File: config.mk
export PLATFORM = sky130hd
export DESIGN_NAME = csr_file
export DESIGN_NICKNAME = d
export VERILOG_FILES = /design/src/rtl/csr_pkg.sv /design/src/rtl/csr_counter.sv /design/src/rtl/csr_file.sv
export SDC_FILE = /design/constraint.sdc
export NUM_CORES = 1
export LEC_CHECK = 0
export ABC_AREA = 1
export CAP_MARGIN = 0
export CELL_PAD_IN_SITES_DETAIL_PLACEMENT = 1
export CELL_PAD_IN_SITES_GLOBAL_PLACEMENT = 2
export CORE_MARGIN = 2
export CORE_UTILIZATION = 28
export CTS_BUF_LIST = sky130_fd_sc_hd__clkbuf_8
export DETAILED_ROUTE_END_ITERATION = 12
export GPL_TIMING_DRIVEN = 1
export PLACE_DENSITY = 0.84
export REMOVE_ABC_BUFFERS = 1
export SETUP_SLACK_MARGIN = 0.02
export SLEW_MARGIN = 15
export SYNTH_ARGS = -nofsm -noshare
export SYNTH_HDL_FRONTEND = slang
export SYNTH_SLANG_ARGS = --single-unit
File: constraint.sdc
create_clock -name clk -period 3.1 [get_ports clk]
set_input_delay 0.62 -clock clk [delete_from_list [all_inputs] [get_ports clk]]
set_output_delay 0.62 -clock clk [all_outputs]
set_load 0.005 [all_outputs]
File: src/rtl/csr_pkg.sv
// Shared definitions for the machine CSR file: CSR addresses, SYSTEM opcode,
// Zicsr funct3 encodings and the read-modify-write operation kind.
package csr_pkg;

    localparam logic [11:0] ADDR_TOHOST    = 12'h51E;
    localparam logic [11:0] ADDR_MSCRATCH  = 12'h340;
    localparam logic [11:0] ADDR_MCYCLE    = 12'hB00;
    localparam logic [11:0] ADDR_MCYCLEH   = 12'hB80;
    localparam logic [11:0] ADDR_MINSTRET  = 12'hB02;
    localparam logic [11:0] ADDR_MINSTRETH = 12'hB82;
    localparam logic [11:0] ADDR_CYCLE     = 12'hC00;
    localparam logic [11:0] ADDR_CYCLEH    = 12'hC80;
    localparam logic [11:0] ADDR_INSTRET   = 12'hC02;
    localparam logic [11:0] ADDR_INSTRETH  = 12'hC82;

    localparam logic [6:0] OPC_SYSTEM = 7'h73;

    localparam logic [2:0] F3_CSRRW  = 3'b001;
    localparam logic [2:0] F3_CSRRS  = 3'b010;
    localparam logic [2:0] F3_CSRRC  = 3'b011;
    localparam logic [2:0] F3_CSRRWI = 3'b101;
    localparam logic [2:0] F3_CSRRSI = 3'b110;
    localparam logic [2:0] F3_CSRRCI = 3'b111;

    typedef enum logic [1:0] {
        CSR_RW,
        CSR_RS,
        CSR_RC
    } csr_op_e;

    // The 0xCxx block holds the user-level read-only counter shadows.
    function automatic logic is_ro_addr(input logic [11:0] addr);
        return addr[11:8] == 4'hC;
    endfunction

endpackage

File: src/rtl/csr_counter.sv
// CNT_WIDTH-bit free-running counter readable/writable as two XLEN halves.
// A write to either half wins over the increment in that cycle.
module csr_counter #(
    parameter int XLEN      = 32,
    parameter int CNT_WIDTH = 64
) (
    input  logic            clk,
    input  logic            rst,
    input  logic            inc,
    input  logic            wr_lo,
    input  logic            wr_hi,
    input  logic [XLEN-1:0] wdata,
    output logic [XLEN-1:0] lo,
    output logic [XLEN-1:0] hi
);

    localparam int HI_W = CNT_WIDTH - XLEN;

    logic [CNT_WIDTH-1:0] cnt_q, cnt_d;

    always_comb begin
        cnt_d = cnt_q;
        if (wr_lo || wr_hi) begin
            if (wr_lo) cnt_d[XLEN-1:0] = wdata;
            if (wr_hi) cnt_d[CNT_WIDTH-1:XLEN] = wdata[HI_W-1:0];
        end else if (inc) begin
            cnt_d = cnt_q + CNT_WIDTH'(1);
        end
    end

    always_ff @(posedge clk) begin
        if (rst) cnt_q <= '0;
        else     cnt_q <= cnt_d;
    end

    assign lo = cnt_q[XLEN-1:0];
    assign hi = XLEN'(cnt_q[CNT_WIDTH-1:XLEN]);

endmodule

File: src/rtl/csr_file.sv
// Zicsr machine CSR file: tohost, mscratch and optional 64-bit cycle/instret
// counters. Returns the old value combinationally and commits on the clock edge.
module csr_file
    import csr_pkg::*;
#(
    parameter int              XLEN         = 32,
    parameter int              CNT_WIDTH    = 64,
    parameter bit              HAS_COUNTERS = 1'b1,
    parameter logic [XLEN-1:0] TOHOST_RST   = '0
) (
    input  logic            clk,
    input  logic            rst,
    input  logic [31:0]     inst,
    input  logic [XLEN-1:0] rs1_data,
    input  logic            valid,
    input  logic            stall,
    input  logic            retire,
    output logic [XLEN-1:0] rd_data,
    output logic            illegal,
    output logic [XLEN-1:0] tohost,
    output logic            tohost_wr
);

    logic [6:0]  opcode;
    logic [2:0]  funct3;
    logic [4:0]  rs1_f;
    logic [11:0] addr;

    assign opcode = inst[6:0];
    assign funct3 = inst[14:12];
    assign rs1_f  = inst[19:15];
    assign addr   = inst[31:20];

    logic    csr_inst, use_imm, write_intent, hit, bad, commit;
    csr_op_e op;
    logic [XLEN-1:0] src, old_val, new_val;

    always_comb begin
        csr_inst = 1'b0;
        use_imm  = 1'b0;
        op       = CSR_RW;
        if (opcode == OPC_SYSTEM) begin
            case (funct3)
                F3_CSRRW:  begin csr_inst = 1'b1; op = CSR_RW; end
                F3_CSRRS:  begin csr_inst = 1'b1; op = CSR_RS; end
                F3_CSRRC:  begin csr_inst = 1'b1; op = CSR_RC; end
                F3_CSRRWI: begin csr_inst = 1'b1; op = CSR_RW; use_imm = 1'b1; end
                F3_CSRRSI: begin csr_inst = 1'b1; op = CSR_RS; use_imm = 1'b1; end
                F3_CSRRCI: begin csr_inst = 1'b1; op = CSR_RC; use_imm = 1'b1; end
                default:   csr_inst = 1'b0;
            endcase
        end
    end

    assign src          = use_imm ? XLEN'(rs1_f) : rs1_data;
    // Set/clear with a zero source is a pure read, even for the read-only block.
    assign write_intent = (op == CSR_RW) || (rs1_f != 5'd0);

    function automatic logic [XLEN-1:0] csr_apply(input csr_op_e o,
                                                  input logic [XLEN-1:0] old,
                                                  input logic [XLEN-1:0] s);
        case (o)
            CSR_RS:  return old | s;
            CSR_RC:  return old & ~s;
            default: return s;
        endcase
    endfunction

    logic [XLEN-1:0] tohost_q, tohost_d, mscratch_q, mscratch_d;
    logic            tohost_wr_q, tohost_wr_d;
    logic [XLEN-1:0] mcycle_lo, mcycle_hi, minstret_lo, minstret_hi;

    always_comb begin
        hit     = 1'b0;
        old_val = '0;
        case (addr)
            ADDR_TOHOST:                   begin hit = 1'b1;         old_val = tohost_q;    end
            ADDR_MSCRATCH:                 begin hit = 1'b1;         old_val = mscratch_q;  end
            ADDR_MCYCLE, ADDR_CYCLE:       begin hit = HAS_COUNTERS; old_val = mcycle_lo;   end
            ADDR_MCYCLEH, ADDR_CYCLEH:     begin hit = HAS_COUNTERS; old_val = mcycle_hi;   end
            ADDR_MINSTRET, ADDR_INSTRET:   begin hit = HAS_COUNTERS; old_val = minstret_lo; end
            ADDR_MINSTRETH, ADDR_INSTRETH: begin hit = HAS_COUNTERS; old_val = minstret_hi; end
            default:                       hit = 1'b0;
        endcase
    end

    assign bad     = !hit || (write_intent && is_ro_addr(addr));
    assign illegal = valid && csr_inst && bad;
    assign rd_data = (csr_inst && !bad) ? old_val : '0;
    assign commit  = valid && !stall && csr_inst && write_intent && !bad;
    assign new_val = csr_apply(op, old_val, src);

    logic wr_tohost, wr_mscratch, wr_mcycle, wr_mcycleh, wr_minstret, wr_minstreth;

    assign wr_tohost    = commit && (addr == ADDR_TOHOST);
    assign wr_mscratch  = commit && (addr == ADDR_MSCRATCH);
    assign wr_mcycle    = commit && (addr == ADDR_MCYCLE);
    assign wr_mcycleh   = commit && (addr == ADDR_MCYCLEH);
    assign wr_minstret  = commit && (addr == ADDR_MINSTRET);
    assign wr_minstreth = commit && (addr == ADDR_MINSTRETH);

    generate
        if (HAS_COUNTERS) begin : g_counters
            csr_counter #(.XLEN(XLEN), .CNT_WIDTH(CNT_WIDTH)) u_cycle (
                .clk   (clk),
                .rst   (rst),
                .inc   (1'b1),
                .wr_lo (wr_mcycle),
                .wr_hi (wr_mcycleh),
                .wdata (new_val),
                .lo    (mcycle_lo),
                .hi    (mcycle_hi)
            );
            csr_counter #(.XLEN(XLEN), .CNT_WIDTH(CNT_WIDTH)) u_instret (
                .clk   (clk),
                .rst   (rst),
                .inc   (retire),
                .wr_lo (wr_minstret),
                .wr_hi (wr_minstreth),
                .wdata (new_val),
                .lo    (minstret_lo),
                .hi    (minstret_hi)
            );
        end else begin : g_no_counters
            assign mcycle_lo   = '0;
            assign mcycle_hi   = '0;
            assign minstret_lo = '0;
            assign minstret_hi = '0;
        end
    endgenerate

    always_comb begin
        tohost_d    = wr_tohost   ? new_val : tohost_q;
        mscratch_d  = wr_mscratch ? new_val : mscratch_q;
        tohost_wr_d = wr_tohost;
    end

    always_ff @(posedge clk) begin
        if (rst) begin
            tohost_q    <= TOHOST_RST;
            mscratch_q  <= '0;
            tohost_wr_q <= 1'b0;
        end else begin
            tohost_q    <= tohost_d;
            mscratch_q  <= mscratch_d;
            tohost_wr_q <= tohost_wr_d;
        end
    end

    assign tohost    = tohost_q;
    assign tohost_wr = tohost_wr_q;

endmodule

Word level (Yosys, flattened, before mapping)
Index checks and enable logic that the tools add are counted.
{"block": "classes", "eq_ne": 24, "reduce_logical": 35, "muxes": 18, "add_sub_neg": 2, "n_bitwise": 3}
{"operator": "$mux 32", "count": 6}
{"operator": "$mux 64", "count": 3}
{"operator": "$pmux 32 s6", "count": 1}
{"operator": "$add 64x1->64 const B", "count": 2}
{"operator": "$eq 12x12->1 const B", "count": 8}
{"operator": "$pmux 32 s2", "count": 1}
{"operator": "$and 32x32->32", "count": 1}
{"operator": "$not 32->32", "count": 1}
{"operator": "$or 32x32->32", "count": 1}
{"operator": "$logic_and 1x1->1", "count": 14}
{"operator": "$eq 12x10->1 const B", "count": 1}
{"operator": "$eq 12x11->1 const B", "count": 1}
{"operator": "$reduce_or 2->1", "count": 6}
{"operator": "$reduce_or 10->1", "count": 1}
{"operator": "$eq 3x3->1 const B", "count": 3}
{"operator": "$ne 2x1->1 const B", "count": 4}
{"operator": "$eq 7x7->1 const B", "count": 1}
{"operator": "$eq 3x2->1 const B", "count": 2}
{"operator": "$reduce_or 6->1", "count": 1}
{"operator": "$mux 1", "count": 5}
{"operator": "$reduce_bool 5->1", "count": 1}
{"operator": "$eq 4x4->1 const B", "count": 1}
{"operator": "$logic_or 1x1->1", "count": 4}
{"operator": "$pmux 2 s2", "count": 1}
{"operator": "other kinds (9)", "count": 12}
{"block": "totals", "ff_bits": 193, "wordCells": 89, "inputBits": 69}

Logic depth before layout (Yosys ltp)
{"block": "depth", "depth_word": 14, "ltp_mapped": 19, "depth_no_buf": 18}

Modules after synthesis
A second synthesis with hierarchy kept.
{"block": "hier_totals", "hier_cells": 2847, "area_unflattened_um2": 15817.7}
{"module": "csr_counter", "instances": 2, "cells_each": 853, "area_each_um2": 4788.3}
{"module": "csr_file", "instances": 1, "cells_each": 1141, "area_each_um2": 6241.0}

Least setup slack after synthesis
Ideal clock, no wire load.
{"block": "synth_path", "path_kind": "input to output", "start": "in inst[3]", "end": "out rd_data[25]", "arrival_time_ns": 2.572, "slack_ns": -0.092, "stages": 14, "cell_sequence": "nor2_1 > nand3_1 > nor2_2 > inv_1 > nor3_1 > inv_1 > ha_1 > nor2_1 > nand4_1 > nand2_1 > buf_2 > nand3b_1 > clkbuf_1 > a21oi_1"}
{"block": "synth_between", "elab_chain_cells": 9, "elab_cells_between_ends": 10, "cone_classes": "eq/ne: 1; mux: 3; reduce/logical: 6"}
{"item": "start, declared", "line": "csr_file.sv:13", "source": "input logic [31:0] inst,"}
{"item": "$eq 7x7->1 *", "line": "csr_file.sv:42", "source": "if (opcode == OPC_SYSTEM) begin"}
{"item": "$mux 2", "line": "csr_file.sv:42"}
{"item": "$logic_not 2->1", "line": "csr_file.sv:57", "source": "assign write_intent = (op == CSR_RW) || (rs1_f != 5'd0);"}
{"item": "$logic_or 1x1->1", "line": "csr_file.sv:57"}
{"item": "$logic_and 1x1->1", "line": "csr_file.sv:87", "source": "assign bad = !hit || (write_intent && is_ro_addr(addr));"}
{"item": "$logic_or 1x1->1", "line": "csr_file.sv:87"}
{"item": "$logic_not 1->1", "line": "csr_file.sv:89", "source": "assign rd_data = (csr_inst && !bad) ? old_val : '0;"}
{"item": "$logic_and 1x1->1 *", "line": "csr_file.sv:89"}
{"item": "$mux 32 *", "line": "csr_file.sv:89"}
{"item": "end, declared", "line": "csr_file.sv:18", "source": "output logic [XLEN-1:0] rd_data,"}
Every way passes the cells marked *; elsewhere a longest branch is shown, timed or not.

Worst setup path after layout
{"block": "layout_path", "start": "in inst[12]", "end": "reg g_counters.u_instret.cnt_q[49]"}
{"block": "layout_between", "elab_chain_cells": 14, "elab_cells_between_ends": 39, "cone_classes": "eq/ne: 9; mux: 10; bitwise: 3; reduce/logical: 17"}
{"item": "$eq 3x3->1 / $eq 3x2->1 (equally long branches)", "line": "csr_file.sv:43", "source": "case (funct3)"}
{"item": "$reduce_or 2->1 (no source line)"}
{"item": "$pmux 2 s2", "line": "csr_file.sv:43"}
{"item": "$mux 2", "line": "csr_file.sv:42"}
{"item": "$logic_not 2->1", "line": "csr_file.sv:57"}
{"item": "$logic_or 1x1->1", "line": "csr_file.sv:57"}
{"item": "$logic_and 1x1->1", "line": "csr_file.sv:87"}
{"item": "$logic_or 1x1->1", "line": "csr_file.sv:87"}
{"item": "$logic_not 1->1", "line": "csr_file.sv:90", "source": "assign commit = valid && !stall && csr_inst && write_intent && !bad;"}
{"item": "$logic_and 1x1->1", "line": "csr_file.sv:90"}
{"item": "$logic_and 1x1->1 (on tied branches)", "line": "csr_file.sv:99, csr_file.sv:100"}
{"item": "$logic_or 1x1->1", "line": "csr_counter.sv:23", "source": "if (wr_lo || wr_hi) begin"}
{"item": "$ne 2x1->1 (no source line) / $reduce_bool 2->1 (equally long branches)"}
{"item": "$reduce_and 2->1 (no source line)"}
{"item": "end signal, assigned", "line": "csr_counter.sv:33", "source": "else cnt_q <= cnt_d;"}
{"item": "end, declared", "line": "csr_counter.sv:19", "source": "logic [CNT_WIDTH-1:0] cnt_q, cnt_d;"}
Several ways; a longest one is shown, not always the timed one. The select of a mux whose other input is x is not followed.
A chain may end at the register's enable or synchronous reset.

==> metrics.cfg <==
[status]
status=complete, but fails checks
violations=negative setup slack

[sta]
fin_crit_sh_pct=111.6
fin_crit_ns=3.460
rsz0062_at_grt=true
hold_viol_final=0
slew-limit-headroom_pct=44.56
timing_max_transition_violations_final=0
postLayoutSetupSlackWorst_ns=-0.3602
setup_viol=222
max_clock_freq_mhz=289.0
tightest_slew_ns=0.8317
finalClockSkew_ns=0.02539

[power_and_ir_drop]
p_total_mw=5.306
cellLeakagePower_nw=9.557
power_density_nw_per_um2=255.7
ir_worst_vdd_mv=0.3818

[finish]
area_delta_synth_final_pct=33.51
drive_gt1_share_pct=17.52
fin_util_pct=37.74
n_antenna_cell=0
nNetsFinal=3097
n_fill_cell=7227

[floorplan]
io_pins=135
start_util_pct=28.27
dieArea_um2=57410
die_w_um=239.6
core-area_um2=54990
dieHeight_um=239.6
rows=86

[placed_design]
gp_congestion=0.9564
io_buffers=129
post-dp-hpwl_mm=67.29

[cts]
cts_buffer_depth=2
clockRootBuffer=clkbuf_8
clock_latency_ns=0.61
cts_tree=yes
clock-sinks=193
cts_hold_buf=0
clkSlewWorstSetupHoldPaths_ns=0.11
cts_buffers=17
htree_levels=4

[grt]
grt_start_max_net_pins=66
track_usage_pct=29.74
antenna_found_initial=0
grt_pass1_vias=20220
globalRouteOverflowTotal=0
grt_pass1_wl_mm=126.5

[setup_path]
cp_common_cell=buf_4
critPathKind=input port to flip-flop
arrival_ns=3.96
cp_slowest_cell=dlygate4sd2_1
path_max_fanout=17
max_stage_delay_ns=0.30
required_ns=3.60
critPathCaptureType=flip-flop
start_kind=input port

[routing]
ant_nets=0
drt_iter0_drc=1737
wire_per_inst_um=22.84
drc_errors=0
via_count=20110
avgViaCountPerCell=5.314
wl_mm=86.41
dr.pass1.iters=5

[logic_synthesis]
synthCells=2752
synth.cell_area_um2=15540
ys_warn_count=0
synth_cell_types=38
synth_seq_area_share_pct=24.86
synth_area_per_cell_um2=5.648
synth-seq-cells=193

[min_path]
hp-class=flip-flop to flip-flop

[job]
maxCapViolCount=0

[synth_stat cells (all sizes together)]
master   instances  area [µm²]
nand3          400        2012
nor3            74       370.4
or2              2       12.52
dfxtp          193        3864
xnor2           13       113.9
o211ai           1       12.51
nor2           409        1595
and2             1       6.260
inv            333        1250
clkbuf          52       196.4
buf             70       394.1
nand2          735        2793
mux2i            2       20.02
clkinv           1       3.750
o21ai          141       716.9
o2111ai          1       15.01
ha               5       62.56
nor4             1       6.260
a21oi          163       815.8
nor3b            2       15.01
nand4           57       435.4
xor2            89       779.5
nand3b           7       52.55
[worst paths after layout]
path              cells after the start  slack [ns]                              to                           from
setup / recovery                     27       -0.36  g_counters.u_instret.cnt_q[49]                       inst[12]
hold / removal                        2        0.55                  mscratch_q[11]                 mscratch_q[11]
setup reg to reg                     12        0.31  g_counters.u_instret.cnt_q[54]  g_counters.u_instret.cnt_q[0]
hold reg to reg                       2        0.55                  mscratch_q[11]                 mscratch_q[11]
[area by class of cell]
cell class / instances / area, µm² / share of cell area [%]
timing repair buffer: 374 / 3521 / 16.97
clock buffer: 19 / 261.5 / 1.260
tap: 748 / 935.9 / 4.510
sequential: 193 / 3864 / 18.62
multi-input combinational: 2103 / 10760 / 51.86
clock inverter: 13 / 150.1 / 0.7236
inverter: 334 / 1257 / 6.060
[metrics by stage]
stage          area [µm²]  cells  hold WS (ns)  setup TNS, ns  worst slack [ns]
2_1_floorplan       14950   2630        0.4873        -174.97            -1.241
3_3_place_gp        19220   3715        0.5081         -86.74           -0.8545
3_5_place_dp        19220   3715        0.5131        -101.92           -0.9349
4_1_cts             20340   3777        0.5378         -12.84           -0.1565
5_1_grt             20750   3784        0.5735         -59.03           -0.4163
6_report            20750   3784        0.5450         -51.09           -0.3602
[sequential cells by signal, indices dropped and copies added, names as in the netlist]
| register | cells |
|---|---|
| g_counters.u_cycle.cnt_q | 64 |
| g_counters.u_instret.cnt_q | 64 |
| mscratch_q | 32 |
| tohost | 32 |
| tohost_wr | 1 |
[layer usage]
metal | vias to the layer above | GRT usage (%) | routed length, µm
met2 | 675 | 49.93 | 41140
met3 | 151 | 4.702 | 5125
met1 | 9934 | 38.24 | 36960
met4 | 0 | 10.95 | 3179
li1 | 9347 | - | -
met5 | - | 0 | 0
[cells in the final DEF, fill, tap and decap left out, drive strengths merged, types with 2 or more instances in the layout]
master / instances
inv: 340
clkbuf: 24
xor2: 89
nand4: 57
a21oi: 163
nor3b: 2
nand2: 735
clkinv: 4
nand3b: 7
dlygate4sd2: 12
mux2i: 2
dfxtp: 193
nor3: 74
or2: 2
nand3: 400
bufinv: 2
buf: 280
clkdlybuf4s50: 75
o21ai: 141
nor2: 409
xnor2: 13
ha: 5
[timing repair]
action                     4_1_cts  5_1_grt
setup endpoints to repair       33      225
gates resized for setup        336       90
pin swaps                       37       27
setup buffers                   33        7
cloned                           2        0
[power breakdown]
group | switching, mW | leakage, nW | internal (mW) | total, mW
Clock | 1.17 | 0.214 | 0.777 | 1.94
Combinational | 0.439 | 7.77 | 0.280 | 0.719
Sequential | 0.108 | 1.57 | 2.54 | 2.64
Total | 1.71 | 9.56 | 3.59 | 5.31
[worst max-delay path, delay by kind of cell]
kind / cells / cell delay (ns)
adders and majority gates: 1 / 0.17
buffers and inverters: 20 / 2.66
and+or+nand+nor: 6 / 0.47
[cell families (layout without fill, tap and decap cells)]
logic type / after synthesis / count (layout) / synth area share, %
and+or+nand+nor: 1688 / 1688 / 46.96
buffers and inverters: 456 / 740 / 11.87
AOI/OAI and AO/OA: 306 / 306 / 10.04
DFF: 193 / 193 / 24.86
xor gates and xnor gates: 102 / 102 / 5.748
adders and majority gates: 5 / 5 / 0.4025
muxes: 2 / 2 / 0.1288
(Power assumes the default switching activity.)
